$ cat src/rtl/pipeline_ctrl_pkg.sv
// Shared types and defaults for the pipeline stall/flush sequencer.
// Holds the FSM state enum, the per-register control bundle and the in-RUN priority function.
package pipeline_ctrl_pkg;

    typedef enum logic [2:0] {
        ST_RUN,
        ST_MDU_WAIT,
        ST_MEM_WAIT,
        ST_DRAIN,
        ST_HALTED
    } pipe_ctrl_state_e;

    localparam int DRAIN_CYCLES_DEF = 3;
    localparam int MDU_TMO_DEF      = 64;
    localparam int CNT_W_DEF        = 32;

    typedef struct packed {
        logic stall_if;
        logic stall_id;
        logic stall_ex;
        logic stall_mem;
        logic flush_id;
        logic flush_ex;
        logic bubble_mem;
    } pipe_ctrl_t;

    localparam pipe_ctrl_t CTRL_IDLE      = pipe_ctrl_t'(7'b0000000);
    localparam pipe_ctrl_t CTRL_ALL_STALL = pipe_ctrl_t'(7'b1111000);
    localparam pipe_ctrl_t CTRL_MDU       = pipe_ctrl_t'(7'b1110001);

    // Normal-flow priority once any data-memory wait has been excluded.
    function automatic pipe_ctrl_t run_ctrl(input logic mdu_start,
                                            input logic redirect,
                                            input logic load_use,
                                            input logic jal);
        pipe_ctrl_t c;
        c = CTRL_IDLE;
        if (mdu_start) begin
            c = CTRL_MDU;
        end else if (redirect) begin
            c.flush_id = 1'b1;
            c.flush_ex = 1'b1;
        end else if (load_use) begin
            c.stall_if = 1'b1;
            c.stall_id = 1'b1;
            c.flush_ex = 1'b1;
        end else if (jal) begin
            c.flush_id = 1'b1;
        end
        return c;
    endfunction

endpackage

$ cat src/rtl/pipe_perf_cnt.sv
// Free-running enable counter that wraps modulo 2^CNT_W.
// Used for the optional pipeline performance counters.
module pipe_perf_cnt #(
    parameter int CNT_W = 32
) (
    input  logic             clk,
    input  logic             rst_n,
    input  logic             en,
    output logic [CNT_W-1:0] cnt_o
);

    always_ff @(posedge clk or negedge rst_n) begin
        if (!rst_n) begin
            cnt_o <= '0;
        end else if (en) begin
            cnt_o <= cnt_o + CNT_W'(1);
        end
    end

endmodule

$ cat src/rtl/pipeline_ctrl.sv
// Central stall/flush sequencer: merges hazards, redirects, MDU/memory waits and debug halt.
// Optional build macro PIPE_PERF_EN adds stall_cyc_o / flush_cnt_o performance counters.
module pipeline_ctrl
    import pipeline_ctrl_pkg::*;
#(
    parameter int DRAIN_CYCLES = DRAIN_CYCLES_DEF,
    parameter int MDU_TMO      = MDU_TMO_DEF
`ifdef PIPE_PERF_EN
    ,
    parameter int CNT_W        = CNT_W_DEF
`endif
) (
    input  logic clk,
    input  logic rst_n,
    input  logic load_use_i,
    input  logic branch_taken_i,
    input  logic jalr_ex_i,
    input  logic jal_id_i,
    input  logic mdu_start_i,
    input  logic mdu_done_i,
    input  logic dmem_req_i,
    input  logic dmem_ready_i,
    input  logic halt_req_i,
    input  logic resume_i,
    output logic stall_if_o,
    output logic stall_id_o,
    output logic stall_ex_o,
    output logic stall_mem_o,
    output logic flush_id_o,
    output logic flush_ex_o,
    output logic bubble_mem_o,
    output logic halted_o,
    output logic mdu_tmo_o
`ifdef PIPE_PERF_EN
    ,
    output logic [CNT_W-1:0] stall_cyc_o,
    output logic [CNT_W-1:0] flush_cnt_o
`endif
);

    localparam int TMO_W = $clog2(MDU_TMO + 1);
    localparam int DC_W  = $clog2(DRAIN_CYCLES + 1);

    pipe_ctrl_state_e state_reg, state_next;
    logic [DC_W-1:0]  drain_cnt_reg, drain_cnt_next;
    logic [TMO_W-1:0] tmo_cnt_reg, tmo_cnt_next;
    logic             tmo_reg;
    logic             mdu_busy_reg, mdu_busy_next;
    logic             tmo_hit;
    logic             halted;
    logic             redirect;
    logic             mem_stall;
    pipe_ctrl_t       ctrl;

    assign redirect  = branch_taken_i | jalr_ex_i;
    assign mem_stall = dmem_req_i & ~dmem_ready_i;
    assign tmo_hit   = (state_reg == ST_MDU_WAIT) && (tmo_cnt_reg == TMO_W'(MDU_TMO));

    always_ff @(posedge clk or negedge rst_n) begin
        if (!rst_n) begin
            state_reg     <= ST_RUN;
            drain_cnt_reg <= '0;
            tmo_cnt_reg   <= '0;
            tmo_reg       <= 1'b0;
            mdu_busy_reg  <= 1'b0;
        end else begin
            state_reg     <= state_next;
            drain_cnt_reg <= drain_cnt_next;
            tmo_cnt_reg   <= tmo_cnt_next;
            tmo_reg       <= tmo_reg | tmo_hit;
            mdu_busy_reg  <= mdu_busy_next;
        end
    end

    always_comb begin
        ctrl           = CTRL_IDLE;
        halted         = 1'b0;
        state_next     = state_reg;
        drain_cnt_next = drain_cnt_reg;
        tmo_cnt_next   = tmo_cnt_reg;
        mdu_busy_next  = mdu_busy_reg;
        unique case (state_reg)
            ST_RUN: begin
                ctrl = run_ctrl(mdu_start_i, redirect, load_use_i, jal_id_i);
                if (mem_stall) begin
                    ctrl       = CTRL_ALL_STALL;
                    state_next = ST_MEM_WAIT;
                end else if (mdu_start_i) begin
                    state_next   = ST_MDU_WAIT;
                    tmo_cnt_next = '0;
                end else if (ctrl == CTRL_IDLE && halt_req_i) begin
                    // Halt is lowest priority: it only starts on an otherwise quiet cycle.
                    state_next = ST_DRAIN;
                end
            end
            ST_MEM_WAIT: begin
                if (!dmem_ready_i) begin
                    ctrl = CTRL_ALL_STALL;
                end else begin
                    ctrl       = run_ctrl(mdu_start_i, redirect, load_use_i, jal_id_i);
                    state_next = ST_RUN;
                end
            end
            ST_MDU_WAIT: begin
                if (tmo_cnt_reg != TMO_W'(MDU_TMO)) begin
                    tmo_cnt_next = tmo_cnt_reg + TMO_W'(1);
                end
                if (mem_stall) begin
                    ctrl           = CTRL_MDU;
                    ctrl.stall_mem = 1'b1;
                end else if (mdu_done_i) begin
                    state_next = ST_RUN;
                end else begin
                    ctrl = CTRL_MDU;
                end
            end
            ST_DRAIN: begin
                // An MDU op caught mid-drain is tracked locally so the halt is never lost.
                if (mem_stall) begin
                    ctrl          = CTRL_ALL_STALL;
                    mdu_busy_next = (mdu_busy_reg | mdu_start_i) & ~mdu_done_i;
                end else if ((mdu_start_i | mdu_busy_reg) && !mdu_done_i) begin
                    ctrl          = CTRL_MDU;
                    mdu_busy_next = 1'b1;
                end else begin
                    mdu_busy_next = 1'b0;
                    ctrl.stall_if = 1'b1;
                    ctrl.flush_id = 1'b1;
                    if (redirect) begin
                        ctrl.flush_ex = 1'b1;
                    end else if (drain_cnt_reg == DC_W'(DRAIN_CYCLES - 1)) begin
                        state_next     = ST_HALTED;
                        drain_cnt_next = '0;
                    end else begin
                        drain_cnt_next = drain_cnt_reg + DC_W'(1);
                    end
                end
            end
            ST_HALTED: begin
                ctrl   = CTRL_ALL_STALL;
                halted = 1'b1;
                if (resume_i) begin
                    state_next     = ST_RUN;
                    drain_cnt_next = '0;
                end
            end
            default: begin
                state_next = ST_RUN;
            end
        endcase
    end

    // Outputs are combinational; gating with rst_n forces them low the moment reset asserts.
    assign stall_if_o   = rst_n & ctrl.stall_if;
    assign stall_id_o   = rst_n & ctrl.stall_id;
    assign stall_ex_o   = rst_n & ctrl.stall_ex;
    assign stall_mem_o  = rst_n & ctrl.stall_mem;
    assign flush_id_o   = rst_n & ctrl.flush_id;
    assign flush_ex_o   = rst_n & ctrl.flush_ex;
    assign bubble_mem_o = rst_n & ctrl.bubble_mem;
    assign halted_o     = rst_n & halted;
    assign mdu_tmo_o    = rst_n & (tmo_reg | tmo_hit);

`ifdef PIPE_PERF_EN
    logic [1:0]       perf_en;
    logic [CNT_W-1:0] perf_cnt [2];

    // flush_id together with flush_ex only ever comes from an honoured redirect.
    assign perf_en[0] = stall_if_o & (state_reg != ST_HALTED);
    assign perf_en[1] = flush_id_o & flush_ex_o;

    generate
        for (genvar gi = 0; gi < 2; gi++) begin : g_perf
            pipe_perf_cnt #(.CNT_W(CNT_W)) u_perf_cnt (
                .clk   (clk),
                .rst_n (rst_n),
                .en    (perf_en[gi]),
                .cnt_o (perf_cnt[gi])
            );
        end
    endgenerate

    assign stall_cyc_o = perf_cnt[0];
    assign flush_cnt_o = perf_cnt[1];
`endif

endmodule

$ cat config.mk
export PLATFORM = sky130hd
export DESIGN_NAME = pipeline_ctrl
export DESIGN_NICKNAME = d
export VERILOG_FILES = /design/src/rtl/pipeline_ctrl_pkg.sv /design/src/rtl/pipe_perf_cnt.sv /design/src/rtl/pipeline_ctrl.sv
export SDC_FILE = /design/constraint.sdc
export NUM_CORES = 1
export LEC_CHECK = 0
export CORE_AREA = 2 2 49 51
export CTS_CLUSTER_DIAMETER = 150
export DETAILED_ROUTE_END_ITERATION = 7
export DIE_AREA = 0 0 51 53
export GPL_ROUTABILITY_DRIVEN = 0
export PLACE_DENSITY = 0.76
export SLEW_MARGIN = 20
export SYNTH_ARGS = -nofsm -noshare
export SYNTH_HDL_FRONTEND = slang
export SYNTH_SLANG_ARGS = --single-unit
$ cat constraint.sdc
create_clock -name clk -period 2.3 [get_ports clk]
set_input_delay 0.69 -clock clk [delete_from_list [all_inputs] [get_ports clk]]
set_output_delay 0.69 -clock clk [all_outputs]
set_load 0.02 [all_outputs]
## After elaboration in Yosys (flattened, before gate mapping)

Cells that the tools add are included.

| word-level totals | value |
|---|---|
| output and inout bits | 9 |
| bits of input ports | 12 |
| register bits | 14 |
| logic and storage cells | 101 |

| cells by class | value |
|---|---|
| equal/unequal tests | 19 |
| mux-type cells | 48 |
| reductions and logical operators | 11 |
| add/subtract/negate cells | 2 |
| bitwise gates (word level) | 16 |

Operator list:

| kind | number |
|---|---|
| 2-to-1 mux 7 bit | 7 |
| 2-to-1 mux 3 bit | 12 |
| one-hot mux 7 bit (5 select lines) | 1 |
| 2-to-1 mux 2 bit | 15 |
| != test 2 bit (second input constant) | 10 |
| one-hot mux 3 bit (5 select lines) | 1 |
| one-hot mux 7 bit (2 select lines) | 1 |
| bitwise AND 1 bit | 11 |
| 2-to-1 mux 1 bit | 9 |
| AND reduction 9 bit | 1 |
| adder 7 x 1 -> 7 bit (second input constant) | 1 |
| == test 7 bit (second input constant) | 1 |
| zero test 7 bit | 1 |
| != test 7 bit (second input constant) | 1 |
| == test 3 x 2 -> 1 bit (second input constant) | 2 |
| 2-to-1 mux 6 bit | 1 |
| AND reduction 5 bit | 1 |
| != test 4 bit (second input constant) | 1 |
| one-hot mux 2 bit (2 select lines) | 1 |
| AND reduction 4 bit | 1 |
| nonzero test 2 bit | 2 |
| == test 3 x 1 -> 1 bit (second input constant) | 1 |
| == test 3 bit (second input constant) | 1 |
| logical AND 1 bit | 3 |
| other kinds (7) | 10 |

## Longest topological paths before layout

| depth | value |
|---|---|
| depth after elaboration | 11 |
| depth in mapped cells | 7 |

## Least setup slack after synthesis

Ideal clock, no wire load.

| path | value |
|---|---|
| path type | in2out |
| from | input mdu_start_i |
| to | output flush_ex_o |
| arrival time | 1.725 ns |
| data required time | 1.610 ns |
| slack | -0.115 ns |
| buffers on the path | 1 |
| cell stages on the path | 5 |
| path through | clkbuf_1 > o21ba_2 > nor3_2 > nand2_1 > a21oi_1 |

| on the way | value |
|---|---|
| word-level cells in the longest chain between the ends | 6 |

RTL lines:

| what | line | text |
|---|---|---|
| from (decl) | pipeline_ctrl.sv:19 | `input logic mdu_start_i,` |
| bitwise OR 1 bit | pipeline_ctrl.sv:122 | `end else if ((mdu_start_i \| mdu_busy_reg) && !mdu_done_i) begin` |
| logical AND 1 bit | pipeline_ctrl.sv:122 |  |
| 2-to-1 mux 2 bit | pipeline_ctrl.sv:122 |  |
| 2-to-1 mux 6 bit | pipeline_ctrl.sv:119 | `if (mem_stall) begin` |
| one-hot mux 7 bit (5 select lines) (*) | pipeline_ctrl.sv:82 | `unique case (state_reg)` |
| bitwise AND 1 bit (*) | pipeline_ctrl.sv:159 | `assign flush_ex_o = rst_n & ctrl.flush_ex;` |
| to (decl) | pipeline_ctrl.sv:30 | `output logic flush_ex_o,` |

Mark *: on every way between the ends. The rest lies on a longest branch, timed or not. The select of a mux whose other input is x is not followed.

## Final worst setup path

| path | value |
|---|---|
| from | input dmem_ready_i |
| to | output stall_id_o |

| on the way | value |
|---|---|
| word-level cells in the longest chain between the ends | 5 |

RTL lines:

| what | line | text |
|---|---|---|
| from (decl) | pipeline_ctrl.sv:22 | `input logic dmem_ready_i,` |
| inverter 1 bit | pipeline_ctrl.sv:56 | `assign mem_stall = dmem_req_i & ~dmem_ready_i;` |
| bitwise AND 1 bit | pipeline_ctrl.sv:56 |  |
| 2-to-1 mux 6 bit, or another cell as far along | pipeline_ctrl.sv:119 |  |
| one-hot mux 7 bit (5 select lines) (*) | pipeline_ctrl.sv:82 |  |
| bitwise AND 1 bit (*) | pipeline_ctrl.sv:155 | `assign stall_id_o = rst_n & ctrl.stall_id;` |
| to (decl) | pipeline_ctrl.sv:26 | `output logic stall_id_o,` |

Mark *: on every way between the ends. The rest lies on a longest branch, timed or not.

==> impl_metrics.toml <==
[synth]
synthCells = 125
muxShareOfSynthArea_pct = 3.40
synth_edf_count = 0
ys_top_cells_by_area = "dfrtp_1 34%, nor2_1 5.5%, a21oi_1 4.4%"
synthesis.area_mm2 = 0.00103
synth-main-ff-cell = "dfrtp_1"
synth_top_family_by_area = "simple AND/OR/NAND/NOR gates"
synth_xor_area_share_pct = 4.25
synth_simple_gate_area_share_pct = 29.9
synth_fa_ha_area_share_pct = 2.43
ys_warn_count = 0
yosysUniqueCellTypes = 43
synth_top_cell_by_area = "dfrtp_1"
synth-seq-cells = 14
synth.net_count = 139
synth-compound-area-share_pct = 21.6
avgSynthCellArea_um2 = 8.25
async_flop_share_pct = 100
yosysSeqAreaShare_pct = 34.0
synth_top_area_share_pct = 34.0

[placement]
pre_cts_ws_ps = -1000
numPlacedInstances = 212
portBuffers = 20
dp_hpwl_mm = 2.45

[drt]
avgViaCountPerCell = 6.11
dr.pass1.iters = 4
drc = 0
drt_iter0_markers = 77
dr_total_vias = 1412
routedWlPerCell_um = 19.4
drt_wl_total_mm = 4.48
ant_nets = 0

[die]
rows = 17
die_area_mm2 = 0.00270
die_h_um = 53
die_x_um = 51
start_util_pct = 48.0
ios = 21
core_area_mm2 = 0.00215

[global_route]
grt_max_degree = 11
antenna_found_initial = 0
grt_use_total_pct = 33.4
grt_pass1_wl_mm = 6.55
grt_overflow = 0
grt_pass1_vias = 1394

[power]
p_seq_share_pct = 18.7
p_sw_w = 0.000882
netSwitchingFraction_pct = 42.3
internal_power_w = 0.00120
power_frac_comb_pct = 72.8
irDropWorstVdd_v = 0.000871
clockPowerShare_pct = 8.5
finalPower_w = 0.00209
power.density_mw_per_mm2 = 1090
p_leak_nw = 0.897

[sta]
setup_viol = 8
drv_slew = 0
min_period_ps = 2400
slew_headroom_pct = 61.6
worstMarginPinSlew_ps = 561
fmax_mhz = 416
clock_skew_ps = 5.55
period_share_pct = 104
final-hold-violation-count = 0
hold_slack_ps = 462
final.setup.worst_slack_ps = -103
rsz0062_at_grt = "true"

[cts]
clock_latency_ps = 290
cts_buffers = 3
root_buffer = "clkbuf_4"
clock-sinks = 14
cts_tree = "done"
htree_num_levels = 1
clk_path_buf_depth = 2
clkTransAtPathRegs_ps = 80

[cells_and_area]
finalNonFillerCells = 231
final_nets = 218
diodes = 0
fillCellCount = 99
area_growth_pct = 85.3
fin_util_pct = 88.9
largest_reg_flops = 7
layout-drive-gt1-share_pct = 58.1

[worst_setup_path]
cp_max_fo = 4
required_ps = 1610
path_class = "in2out"
arrival_ps = 1710
crit_path_start_kind = "input pin"
endpoint_kind = "output port"

[run_status]
outcome = "finished, violations left"
violations = "negative setup slack"

[job]
drv_cap = 0

[min_path]
hold_class = "in2async"
through the flow:
step                      setup TNS (ps)  cell area [µm²]
after floorplan                    -20.1             1050
after detailed placement           -8310             1610
after CTS                           -132             1860
after global routing                -825             1910
after global placement             -7950             1610
final                               -357             1910
what timing repair did:
item | 4_1_cts | 5_1_grt
hold buffers | 0 | 0
setup endpoints to repair | 12 | 8
setup buffers | 13 | 2
pin swaps | 22 | 8
resized for setup | 114 | 11
worst max-delay path, cell delays in order:
cell and delay, ps:
buf_8 110, nand2b_4 140, a211oi_2 220, o21ai_2 90, a21boi_4 150, a21oi_2 160, buf_4 150
synthesized netlist by cell type (all sizes together), types with 2 or more instances:
cell     instances
a2111oi          2
a21boi           2
a21oi            9
and2             3
and3             4
buf              4
dfrtp           14
ha               2
inv              6
mux2i            2
nand2            8
nand2b           2
nand3            6
nand3b           2
nand4            2
nor2            15
nor2b            2
nor3             3
nor4b            2
o21ai            9
o22ai            3
xor2             4
cells by family after synthesis:
family	Yosys count
AOI/OAI and AO/OA	34
adders and majority gates	2
xor gates and xnor gates	5
and+or+nand+nor	56
DFF	14
buffers and inverters	11
muxes	3
routing by layer:
metal,wire length [µm],global-route usage (%)
met1,1770,40.4
met2,2250,60.0
met3,327,6.50
met4,133,9.91
met5,0,0
cell type report:
type	count	area, µm²	area share, %
Inverter	6	22.5	1.18
Multi-Input combinational cell	100	825	43.2
Tap cell	28	35.0	1.83
Clock buffer	4	36.3	1.90
Sequential cell	14	352	18.4
Timing Repair Buffer	79	641	33.5
placed cells by master, fill, tap and decap left out, types with 3 or more instances in the layout:
master,n
buf_4,59
dfrtp_1,13
nor2_1,8
buf_6,8
nand2_1,7
nand3_1,6
nor2_4,5
buf_2,5
inv_1,4
a21oi_2,4
a21oi_1,4
o21ai_0,4
xor2_1,4
o21ai_2,3
and2_1,3
clkbuf_4,3
power by group through the flow:
| stage | sequential, W | combinational [W] | clock (W) |
|---|---|---|---|
| after floorplan | 0.000372 | 0.000580 | 0 |
| after global placement | 0.000370 | 0.00107 | 0 |
| after detailed placement | 0.000378 | 0.00111 | 0 |
| after CTS | 0.000381 | 0.00136 | 0.000179 |
| after global routing | 0.000395 | 0.00158 | 0.000188 |
| final | 0.000390 | 0.00152 | 0.000177 |
worst paths after layout:
check / slack (ps) / from / cells after the start / endpoint
hold / removal: 460 / rst_n / 2 / mdu_busy_reg
min in group clk: 510 / drain_cnt_reg[0] / 1 / drain_cnt_reg[0]
hold reg to reg: 510 / drain_cnt_reg[0] / 1 / drain_cnt_reg[0]
setup / recovery: -100 / dmem_ready_i / 7 / stall_id_o
max in group asynchronous: 1550 / rst_n / 3 / tmo_cnt_reg[1]
setup reg to reg: 300 / tmo_cnt_reg[0] / 13 / tmo_reg
No activity file was read; power rests on OpenSTA's default activity.
